## config.mk

```make
export PLATFORM = sky130hd
export DESIGN_NAME = sum_accumulator_flat
export DESIGN_NICKNAME = d
export VERILOG_FILES = /design/src/rtl/sum_accumulator_if.sv /design/src/rtl/sum_accumulator.sv /design/src/flat_wrapper.sv
export SDC_FILE = /design/constraint.sdc
export NUM_CORES = 1
export LEC_CHECK = 0
export ABC_AREA = 1
export ABC_CLOCK_PERIOD_IN_PS = 2600
export BUFFER_PORTS_ARGS = -buffer_cell sky130_fd_sc_hd__buf_2
export CORE_AREA = 3 3 113 115
export CTS_CLUSTER_SIZE = 14
export DETAILED_ROUTE_END_ITERATION = 10
export DIE_AREA = 0 0 116 118
export GPL_ROUTABILITY_DRIVEN = 0
export PLACE_DENSITY = 0.62
export SYNTH_ARGS = -nofsm -noshare
export SYNTH_HDL_FRONTEND = slang
export SYNTH_SLANG_ARGS = --single-unit
```

## constraint.sdc

```tcl
create_clock -name CLK -period 2.6 [get_ports CLK]
set_input_delay 0.39 -clock CLK [delete_from_list [all_inputs] [get_ports CLK]]
set_output_delay 0.39 -clock CLK [all_outputs]
set_load 0.02 [all_outputs]
```

## src/rtl/sum_accumulator_if.sv

```systemverilog
// sum_accumulator_if: sample input, result output and status signals of the frame accumulator
interface sum_accumulator_if #(
  parameter int IN_W = 25,
  parameter int ACC_W = 32,
  parameter int LEN_W = 8
);
  logic [IN_W-1:0] IN_DATA;
  logic IN_VALID;
  logic IN_READY;
  logic [LEN_W-1:0] FRAME_LEN;
  logic [ACC_W-1:0] OUT_DATA;
  logic OUT_VALID;
  logic OUT_READY;
  logic OUT_OVF;
  logic BUSY;
  modport slave (
    input IN_DATA, IN_VALID, FRAME_LEN, OUT_READY,
    output IN_READY, OUT_DATA, OUT_VALID, OUT_OVF, BUSY
  );
  modport master (
    output IN_DATA, IN_VALID, FRAME_LEN, OUT_READY,
    input IN_READY, OUT_DATA, OUT_VALID, OUT_OVF, BUSY
  );
endinterface

```

## src/rtl/sum_accumulator.sv

```systemverilog
// sum_accumulator: saturating per-frame sum of signed adder-tree samples with a valid/ready result
module sum_accumulator #(
  parameter int IN_W = 25,
  parameter int ACC_W = 32,
  parameter int LEN_W = 8
) (
  input logic CLK,
  input logic RST_N,
  sum_accumulator_if.slave bus
);
  typedef enum logic [1:0] {IDLE, ACCUM, HOLD} state_t;
  localparam logic [ACC_W-1:0] ACC_MAX = {1'b0, {(ACC_W-1){1'b1}}};
  localparam logic [ACC_W-1:0] ACC_MIN = {1'b1, {(ACC_W-1){1'b0}}};
  localparam logic [LEN_W:0] ONE = {{LEN_W{1'b0}}, 1'b1};
  state_t state, state_nx;
  logic [ACC_W-1:0] acc, add_res;
  logic [ACC_W:0] in_ext, sum;
  logic [LEN_W:0] cnt, cnt_inc, len, flen;
  logic ovf, ovf_now, take;
  assign in_ext = {{(ACC_W+1-IN_W){bus.IN_DATA[IN_W-1]}}, bus.IN_DATA};
  assign sum = {acc[ACC_W-1], acc} + in_ext;
  assign ovf_now = sum[ACC_W] ^ sum[ACC_W-1];
  assign add_res = ovf_now ? (sum[ACC_W] ? ACC_MIN : ACC_MAX) : sum[ACC_W-1:0];
  assign cnt_inc = cnt + ONE;
  // a zero length field means a full 2^LEN_W frame, hence the extra MSB
  assign flen = {bus.FRAME_LEN == '0, bus.FRAME_LEN};
  assign take = bus.IN_VALID && state != HOLD;
  always_comb begin
    state_nx = state;
    if (state == IDLE && take) state_nx = flen == ONE ? HOLD : ACCUM;
    if (state == ACCUM && take && cnt_inc == len) state_nx = HOLD;
    if (state == HOLD && bus.OUT_READY) state_nx = IDLE;
    bus.IN_READY = state != HOLD;
    bus.OUT_VALID = state == HOLD;
    bus.BUSY = state != IDLE;
    bus.OUT_DATA = state == HOLD ? acc : '0;
    bus.OUT_OVF = state == HOLD && ovf;
  end
  always_ff @(posedge CLK or negedge RST_N) begin
    if (!RST_N) begin
      state <= IDLE;
      acc <= '0;
      cnt <= '0;
      len <= '0;
      ovf <= 1'b0;
    end else begin
      state <= state_nx;
      if (take) begin
        acc <= state == IDLE ? in_ext[ACC_W-1:0] : add_res;
        ovf <= state != IDLE && (ovf || ovf_now);
        cnt <= state == IDLE ? ONE : cnt_inc;
        if (state == IDLE) len <= flen;
      end
    end
  end
endmodule
```

## src/flat_wrapper.sv

```systemverilog
// flat-port wrapper written by rule: the top's interface ports become plain ports
module sum_accumulator_flat 
#(
  parameter int IN_W = 25,
  parameter int ACC_W = 32,
  parameter int LEN_W = 8
)
  (CLK, RST_N, bus_IN_DATA, bus_IN_VALID, bus_FRAME_LEN, bus_OUT_READY, bus_IN_READY, bus_OUT_DATA, bus_OUT_VALID, bus_OUT_OVF, bus_BUSY);
  sum_accumulator_if #(.IN_W(IN_W), .ACC_W(ACC_W), .LEN_W(LEN_W)) bus_i ();
  input logic CLK;
  input logic RST_N;
  input wire logic [$bits(bus_i.IN_DATA)-1:0] bus_IN_DATA;
  input wire logic [$bits(bus_i.IN_VALID)-1:0] bus_IN_VALID;
  input wire logic [$bits(bus_i.FRAME_LEN)-1:0] bus_FRAME_LEN;
  input wire logic [$bits(bus_i.OUT_READY)-1:0] bus_OUT_READY;
  output wire logic [$bits(bus_i.IN_READY)-1:0] bus_IN_READY;
  output wire logic [$bits(bus_i.OUT_DATA)-1:0] bus_OUT_DATA;
  output wire logic [$bits(bus_i.OUT_VALID)-1:0] bus_OUT_VALID;
  output wire logic [$bits(bus_i.OUT_OVF)-1:0] bus_OUT_OVF;
  output wire logic [$bits(bus_i.BUSY)-1:0] bus_BUSY;
  assign bus_i.IN_DATA = bus_IN_DATA;
  assign bus_i.IN_VALID = bus_IN_VALID;
  assign bus_i.FRAME_LEN = bus_FRAME_LEN;
  assign bus_i.OUT_READY = bus_OUT_READY;
  assign bus_IN_READY = bus_i.IN_READY;
  assign bus_OUT_DATA = bus_i.OUT_DATA;
  assign bus_OUT_VALID = bus_i.OUT_VALID;
  assign bus_OUT_OVF = bus_i.OUT_OVF;
  assign bus_BUSY = bus_i.BUSY;
  sum_accumulator #(.IN_W(IN_W), .ACC_W(ACC_W), .LEN_W(LEN_W)) u_core (.CLK(CLK), .RST_N(RST_N), .bus(bus_i));
endmodule
```

==> impl_metrics.ini, run 1 <==
[status]
status = finished clean

[routing]
wl_per_cell_um = 12.5
viasPerCell = 4.79
top_layer = met4
vias = 5171
met3WireLength_um = 524
antenna_left = 0
routed_wl_mm = 13.5
met1_length_mm = 6.72
drtIter0Drc = 199
first_pass_iters = 4
wl_met2_mm = 6.07
drc = 0

[synth]
syn_inst = 849
syn_area_mm2 = 0.00528
yosysSeqAreaShare_pct = 25.1
synth-main-ff-cell = dfrtp_1
yosys.area_share.simple_pct = 41.3
ys_types = 38
synth_mux_area_share_pct = 0
synth_xor_xnor_area_share_pct = 4.98
async_flop_share_pct = 100
avgSynthCellArea_um2 = 6.22
yosys_warnings = 0
synth_top_family_by_area = simple AND/OR/NAND/NOR gates
synth-compound-area-share_pct = 10.7
syn_nets = 920
synth_edf_count = 0
synth_fa_ha_area_share_pct = 8.20
synth_seq_cells = 53

[global_route]
grt_pass1_vias = 5003
grt_first_pass_wirelength_mm = 23.4
antenna_found_initial = 0
grt_usage_pct = 20.8
grt_start_max_net_pins = 36
overflow = 0

[clocking]
root_buffer = clkbuf_16
clockBufferDepth = 2
cts.sinks = 53
h-tree-depth = 2
cts_tree = yes
clkTransAtPathRegs_ns = 0.08
cts_buffers = 5
clk-insertion-delay-late_ns = 0.31

[worst_setup_path]
cp_max_fo = 19
critical_path.max_stage_delay_ns = 0.40
critPathBufInv = 1
cp_data_arrival_time_ns = 2.52
crit_family = simple AND/OR/NAND/NOR gates
endpoint_kind = flip-flop
cp_common_cell = nand2_1
slowest_stage = dfrtp_1
worstPathCellList = ha_1 -> a21oi_1 -> nand2_1 -> nand2_1 -> nand2_1 -> a21oi_2 -> nand2_2 -> nand2_1 -> nand2_1 -> nand3_2 -> buf_12 -> nand2_1 -> nor2_1 -> nor2_1
required_ns = 2.80
start_kind = flip-flop
path_class = reg -> reg

[finish]
stdcell_area_mm2 = 0.00607
final_common_cell = nand2_1
nets = 1003
antennaDiodeCount = 0
area_growth_pct = 15.1
final_cell_mix = 229 x nand2_1, 172 x nor2_1, 105 x inv_1, 72 x buf_2, 53 x dfrtp_1
drive_above_1_share_pct = 17.6
fin_util_pct = 51.0

[pwr]
power_density_mw_per_mm2 = 1320
vdd_ir_drop_max_mv = 0.538
p_leak_nw = 3.37
p_total_mw = 8.01

[sta]
setup_viol = 0
slew_headroom_pct = 57.7
fin_tns_setup_ns = 0
finalClockSkew_ns = 0.00573
fmax_mhz = 431
period_minus_slack_ns = 2.32
post-route-period-util_pct = 89.2
tightestPinTransition_ns = 0.633
rsz0062_at_grt = false
maxSlewViolCount = 0
hold_viol = 0
postLayoutSetupSlackWorst_ns = 0.280

[floorplan]
core_area_mm2 = 0.0119
die_x_um = 116
die_y_um = 118
ios = 73
design.die.area_mm2 = 0.0137
initial_core_util_pct = 44.3
row_count = 40

[flow_run]
max_cap_viol_count = 0

[place]
place_area_mm2 = 0.00590
port-buffer-count = 72
place_hpwl_mm = 10.8
dp_slack_ns = 0.00850

[min_path]
hold_class = in -> reg
metrics by stage:
stage,cells,hold WS [ns]
after global placement,1071,0.293
after detailed placement,1071,0.295
final,1080,0.294
after CTS,1080,0.286
after floorplan,849,0.0944
after global routing,1080,0.301
routing by layer:
metal / vias up / GRT usage (%)
met5: - / 0
met4: 0 / 5.22
met3: 13 / 3.34
met2: 91 / 33.3
met1: 2255 / 29.0
li1: 2812 / -
power by group:
group | total (mW) | internal, mW | switching (mW) | leakage, nW
combinational | 5.73 | 2.21 | 3.52 | 2.66
sequential | 1.54 | 1.23 | 0.311 | 0.631
clock | 0.733 | 0.372 | 0.360 | 0.0767
total | 8.01 | 3.81 | 4.19 | 3.37
final cells by class:
class	instances	area, µm²
Clock inverter	3	28.8
Clock buffer	5	125
Inverter	110	413
Multi-Input combinational cell	668	3460
Timing Repair Buffer	94	541
Sequential cell	53	1330
Tap cell	147	184
Fill cell	1313	5840
worst paths after layout:
check,cells after the start,endpoint,start,slack [ns]
setup reg to reg,14,u_core.acc[14],u_core.acc[18],0.28
min in group asynchronous,2,u_core.acc[17],RST_N,0.49
hold / removal,3,u_core.len[4],bus_FRAME_LEN[4],0.29
setup / recovery,14,u_core.acc[14],u_core.acc[18],0.28
hold reg to reg,2,u_core.len[7],u_core.len[7],0.50
max in group asynchronous,3,u_core.cnt[2],RST_N,1.52
flip-flops by register name, indices dropped and copies added, names as in the netlist:
signal        count
u_core.acc       32
u_core.cnt        9
u_core.len        9
u_core.ovf        1
u_core.state      2
cells by family after synthesis:
| kind of cell | Yosys count |
|---|---|
| xor+xnor | 30 |
| fa+ha+maj | 34 |
| compound gates | 98 |
| flops | 53 |
| buf+inv | 128 |
| simple gates | 506 |
Yosys cell counts (2+ instances only):
| master | instances | area, µm² |
|---|---|---|
| a21oi_2 | 7 | 61.3 |
| ha_1 | 33 | 413 |
| nor4_1 | 2 | 12.5 |
| and2_1 | 2 | 12.5 |
| nand3_1 | 27 | 135 |
| buf_8 | 2 | 30.0 |
| nand2_1 | 230 | 863 |
| buf_2 | 3 | 15.0 |
| o21bai_1 | 7 | 52.6 |
| nand2_4 | 6 | 67.6 |
| inv_1 | 105 | 394 |
| nand2_2 | 16 | 100 |
| xor2_1 | 11 | 96.3 |
| o21a_1 | 5 | 37.5 |
| a21oi_1 | 34 | 170 |
| nor2_1 | 173 | 649 |
| nand2b_1 | 2 | 12.5 |
| nor2_2 | 23 | 144 |
| nor3_1 | 5 | 25.0 |
| nand3b_1 | 10 | 75.1 |
| clkbuf_1 | 13 | 48.8 |
| dfrtp_1 | 53 | 1330 |
| inv_2 | 4 | 15.0 |
| nand4_1 | 5 | 31.3 |
| o22ai_1 | 6 | 37.5 |
| xnor2_1 | 19 | 166 |
| o21ai_0 | 35 | 175 |
timing repair:
| action | CTS | global route |
|---|---|---|
| resized for setup | 0 | 4 |
| buffers inserted | 0 | 0 |
| hold buffers | 1 | 0 |
| setup endpoints to repair | 0 | 23 |
| hold endpoints to repair | 11 | 0 |
worst register-to-register path: stages, from the launching register on:
cell and delay (ns):
dfrtp_1 0.40, ha_1 0.34, a21oi_1 0.21, nand2_1 0.11
nand2_1 0.08, nand2_1 0.08, a21oi_2 0.23, nand2_2 0.09
nand2_1 0.06, nand2_1 0.08, nand3_2 0.14, buf_12 0.17
nand2_1 0.07, nor2_1 0.11, nor2_1 0.05
No activity file was read; power rests on OpenSTA's default activity.
==> run 2: changes to the inputs <==
--- a/config.mk
+++ b/config.mk
@@ -8,12 +8,12 @@
 export ABC_AREA = 1
 export ABC_CLOCK_PERIOD_IN_PS = 2600
 export BUFFER_PORTS_ARGS = -buffer_cell sky130_fd_sc_hd__buf_2
-export CORE_AREA = 3 3 113 115
+export CORE_AREA = 3 3 107 109
 export CTS_CLUSTER_SIZE = 14
 export DETAILED_ROUTE_END_ITERATION = 10
-export DIE_AREA = 0 0 116 118
+export DIE_AREA = 0 0 110 112
 export GPL_ROUTABILITY_DRIVEN = 0
-export PLACE_DENSITY = 0.62
+export PLACE_DENSITY = 0.68
 export SYNTH_ARGS = -nofsm -noshare
 export SYNTH_HDL_FRONTEND = slang
 export SYNTH_SLANG_ARGS = --single-unit
==> run 2 against run 1 <==
- non-clock buffer count shrank 3
- sequential power about the same
- utilization rose by 5.1 points
- critical path depth is 5 higher
- sequential share of layout area is 0.26 points higher
- flip-flop and latch count unchanged
- setup slack lost 0.072 ns
- register-to-register slack lost 0.07 ns
- critical endpoint is now u_core.acc[6]
- largest power group unchanged
==> impl_metrics.ini, run 2 (synthesized netlist as in run 1, its figures left out) <==
[routing]
drtIter0Drc = 243
antenna_left = 0
routed_wl_mm = 13.7
vias = 5335
met3WireLength_um = 720
drc = 0
first_pass_iters = 5
wl_per_cell_um = 12.8
viasPerCell = 4.98
top_layer = met4
wl_met2_mm = 6.11
met1_length_mm = 6.68

[status]
status = finished clean

[finish]
nets = 1001
area_growth_pct = 13.7
fin_cells = 1071
final_cell_mix = 229 x nand2_1, 172 x nor2_1, 105 x inv_1, 72 x buf_2, 53 x dfrtp_1
antennaDiodeCount = 0
fillers = 1139
largest_register = u_core.acc
largest_reg_flops = 32
largestRegisters = u_core.acc (32), u_core.cnt (9), u_core.len (9)
drive_above_1_share_pct = 17.5
stdcell_area_mm2 = 0.00600
fin_util_pct = 56.1
final_common_cell = nand2_1

[worst_setup_path]
cp_max_fo = 13
cp_data_arrival_time_ns = 2.64
path_class = reg -> reg
start_kind = flip-flop
required_ns = 2.84
endpoint_kind = flip-flop

[floorplan]
die_x_um = 110
die_y_um = 112
design.die.area_mm2 = 0.0123
core_area_mm2 = 0.0107
initial_core_util_pct = 49.3
ios = 73
row_count = 38

[global_route]
grt_pass1_vias = 4857
overflow = 0
antenna_found_initial = 0
grt_usage_pct = 22.6
grt_first_pass_wirelength_mm = 22.8
grt_start_max_net_pins = 36

[clocking]
cts.sinks = 53
cts_tree = yes
clockBufferDepth = 2
h-tree-depth = 2
clk-insertion-delay-late_ns = 0.34
root_buffer = clkbuf_8
cts_buffers = 5
clkTransAtPathRegs_ns = 0.12

[place]
port-buffer-count = 72
placed_cells = 1060
place_area_mm2 = 0.00586
place_hpwl_mm = 10.6

[sta]
setup_viol = 0
post-route-period-util_pct = 92.0
slew_headroom_pct = 56.9
rsz0062_at_grt = false
tightestPinTransition_ns = 0.645
period_minus_slack_ns = 2.39
maxSlewViolCount = 0
fmax_mhz = 418
fin_tns_setup_ns = 0
hold_viol = 0
finalClockSkew_ns = 0.0173

[pwr]
p_sw_mw = 4.27
p_leak_nw = 3.34
combPwrFrac_pct = 73.8
vdd_ir_drop_max_mv = 0.571
power_density_mw_per_mm2 = 1320
clkPwrFrac_pct = 6.7
seqPwrFrac_pct = 19.4
switching_share_pct = 54.1
p_int_mw = 3.62
p_total_mw = 7.89

[flow_run]
max_cap_viol_count = 0

[min_path]
hold_class = in -> reg
run 2: cell types whose count changed in the layout (fill, tap and decap cells not counted), sizes merged:
cell | previous run | this run
nand2 | 253 | 254
buf | 93 | 90
run 2: layer usage:
| layer | vias to the layer above | global-route usage [%] |
|---|---|---|
| met2 | 143 | 35.6 |
| met5 | - | 0 |
| met3 | 18 | 3.25 |
| li1 | 2800 | - |
| met4 | 0 | 5.49 |
| met1 | 2374 | 32.4 |
run 2: power groups by stage:
| stage | clock, mW | sequential, mW | combinational, mW |
|---|---|---|---|
| CTS | 0.561 | 1.53 | 5.70 |
| global route | 0.590 | 1.59 | 6.61 |
| global placement | 0 | 1.55 | 5.62 |
| detailed placement | 0 | 1.55 | 5.68 |
| floorplan | 0 | 1.47 | 4.55 |
| finish | 0.533 | 1.54 | 5.83 |
run 2: critical path, stage by stage, from the launching register on:
cell,delay (ns)
dfrtp_1,0.37
ha_1,0.16
inv_1,0.05
fa_2,0.34
inv_1,0.09
nand2_1,0.05
nand2_1,0.08
nand3_1,0.08
nand2_2,0.12
nand2_2,0.07
nand2_4,0.07
nand2_4,0.05
nand2_2,0.07
nand2_2,0.05
nand2_2,0.07
nand2_4,0.12
nand2_4,0.25
nor2_1,0.07
nor2_1,0.10
nor2_1,0.05
run 2: stage by stage:
step	setup slack [ns]	hold WS, ns
finish	0.208	0.275
global route	0.00682	0.281
CTS	0.143	0.269
detailed placement	0.0287	0.282
global placement	0.0908	0.283
floorplan	0.322	0.0944
run 2: cell type report:
cell class	count	area (µm²)	share of cell area, %
tap	140	175	2.92
multi-input combinational	669	3470	57.8
sequential	53	1330	22.1
inverter	110	413	6.88
clock buffer	5	68.8	1.15
clock inverter	3	28.8	0.479
timing repair buffer	91	518	8.63
run 2: path summary, 6_finish.rpt:
path | to | cells after the start | slack, ns | startpoint
setup / recovery | u_core.acc[6] | 19 | 0.21 | u_core.acc[0]
hold reg to reg | u_core.len[6] | 2 | 0.51 | u_core.len[6]
min in group asynchronous | u_core.acc[16] | 2 | 0.45 | RST_N
setup reg to reg | u_core.acc[6] | 19 | 0.21 | u_core.acc[0]
max in group asynchronous | u_core.cnt[6] | 3 | 1.55 | RST_N
hold / removal | u_core.len[7] | 3 | 0.28 | bus_FRAME_LEN[7]
run 2: what timing repair did:
item | CTS | global route
setup endpoints to repair | 0 | 27
gates resized for setup | 0 | 5
hold buffers | 1 | 0
endpoints found under the hold margin | 10 | 0
buffers inserted | 0 | 1
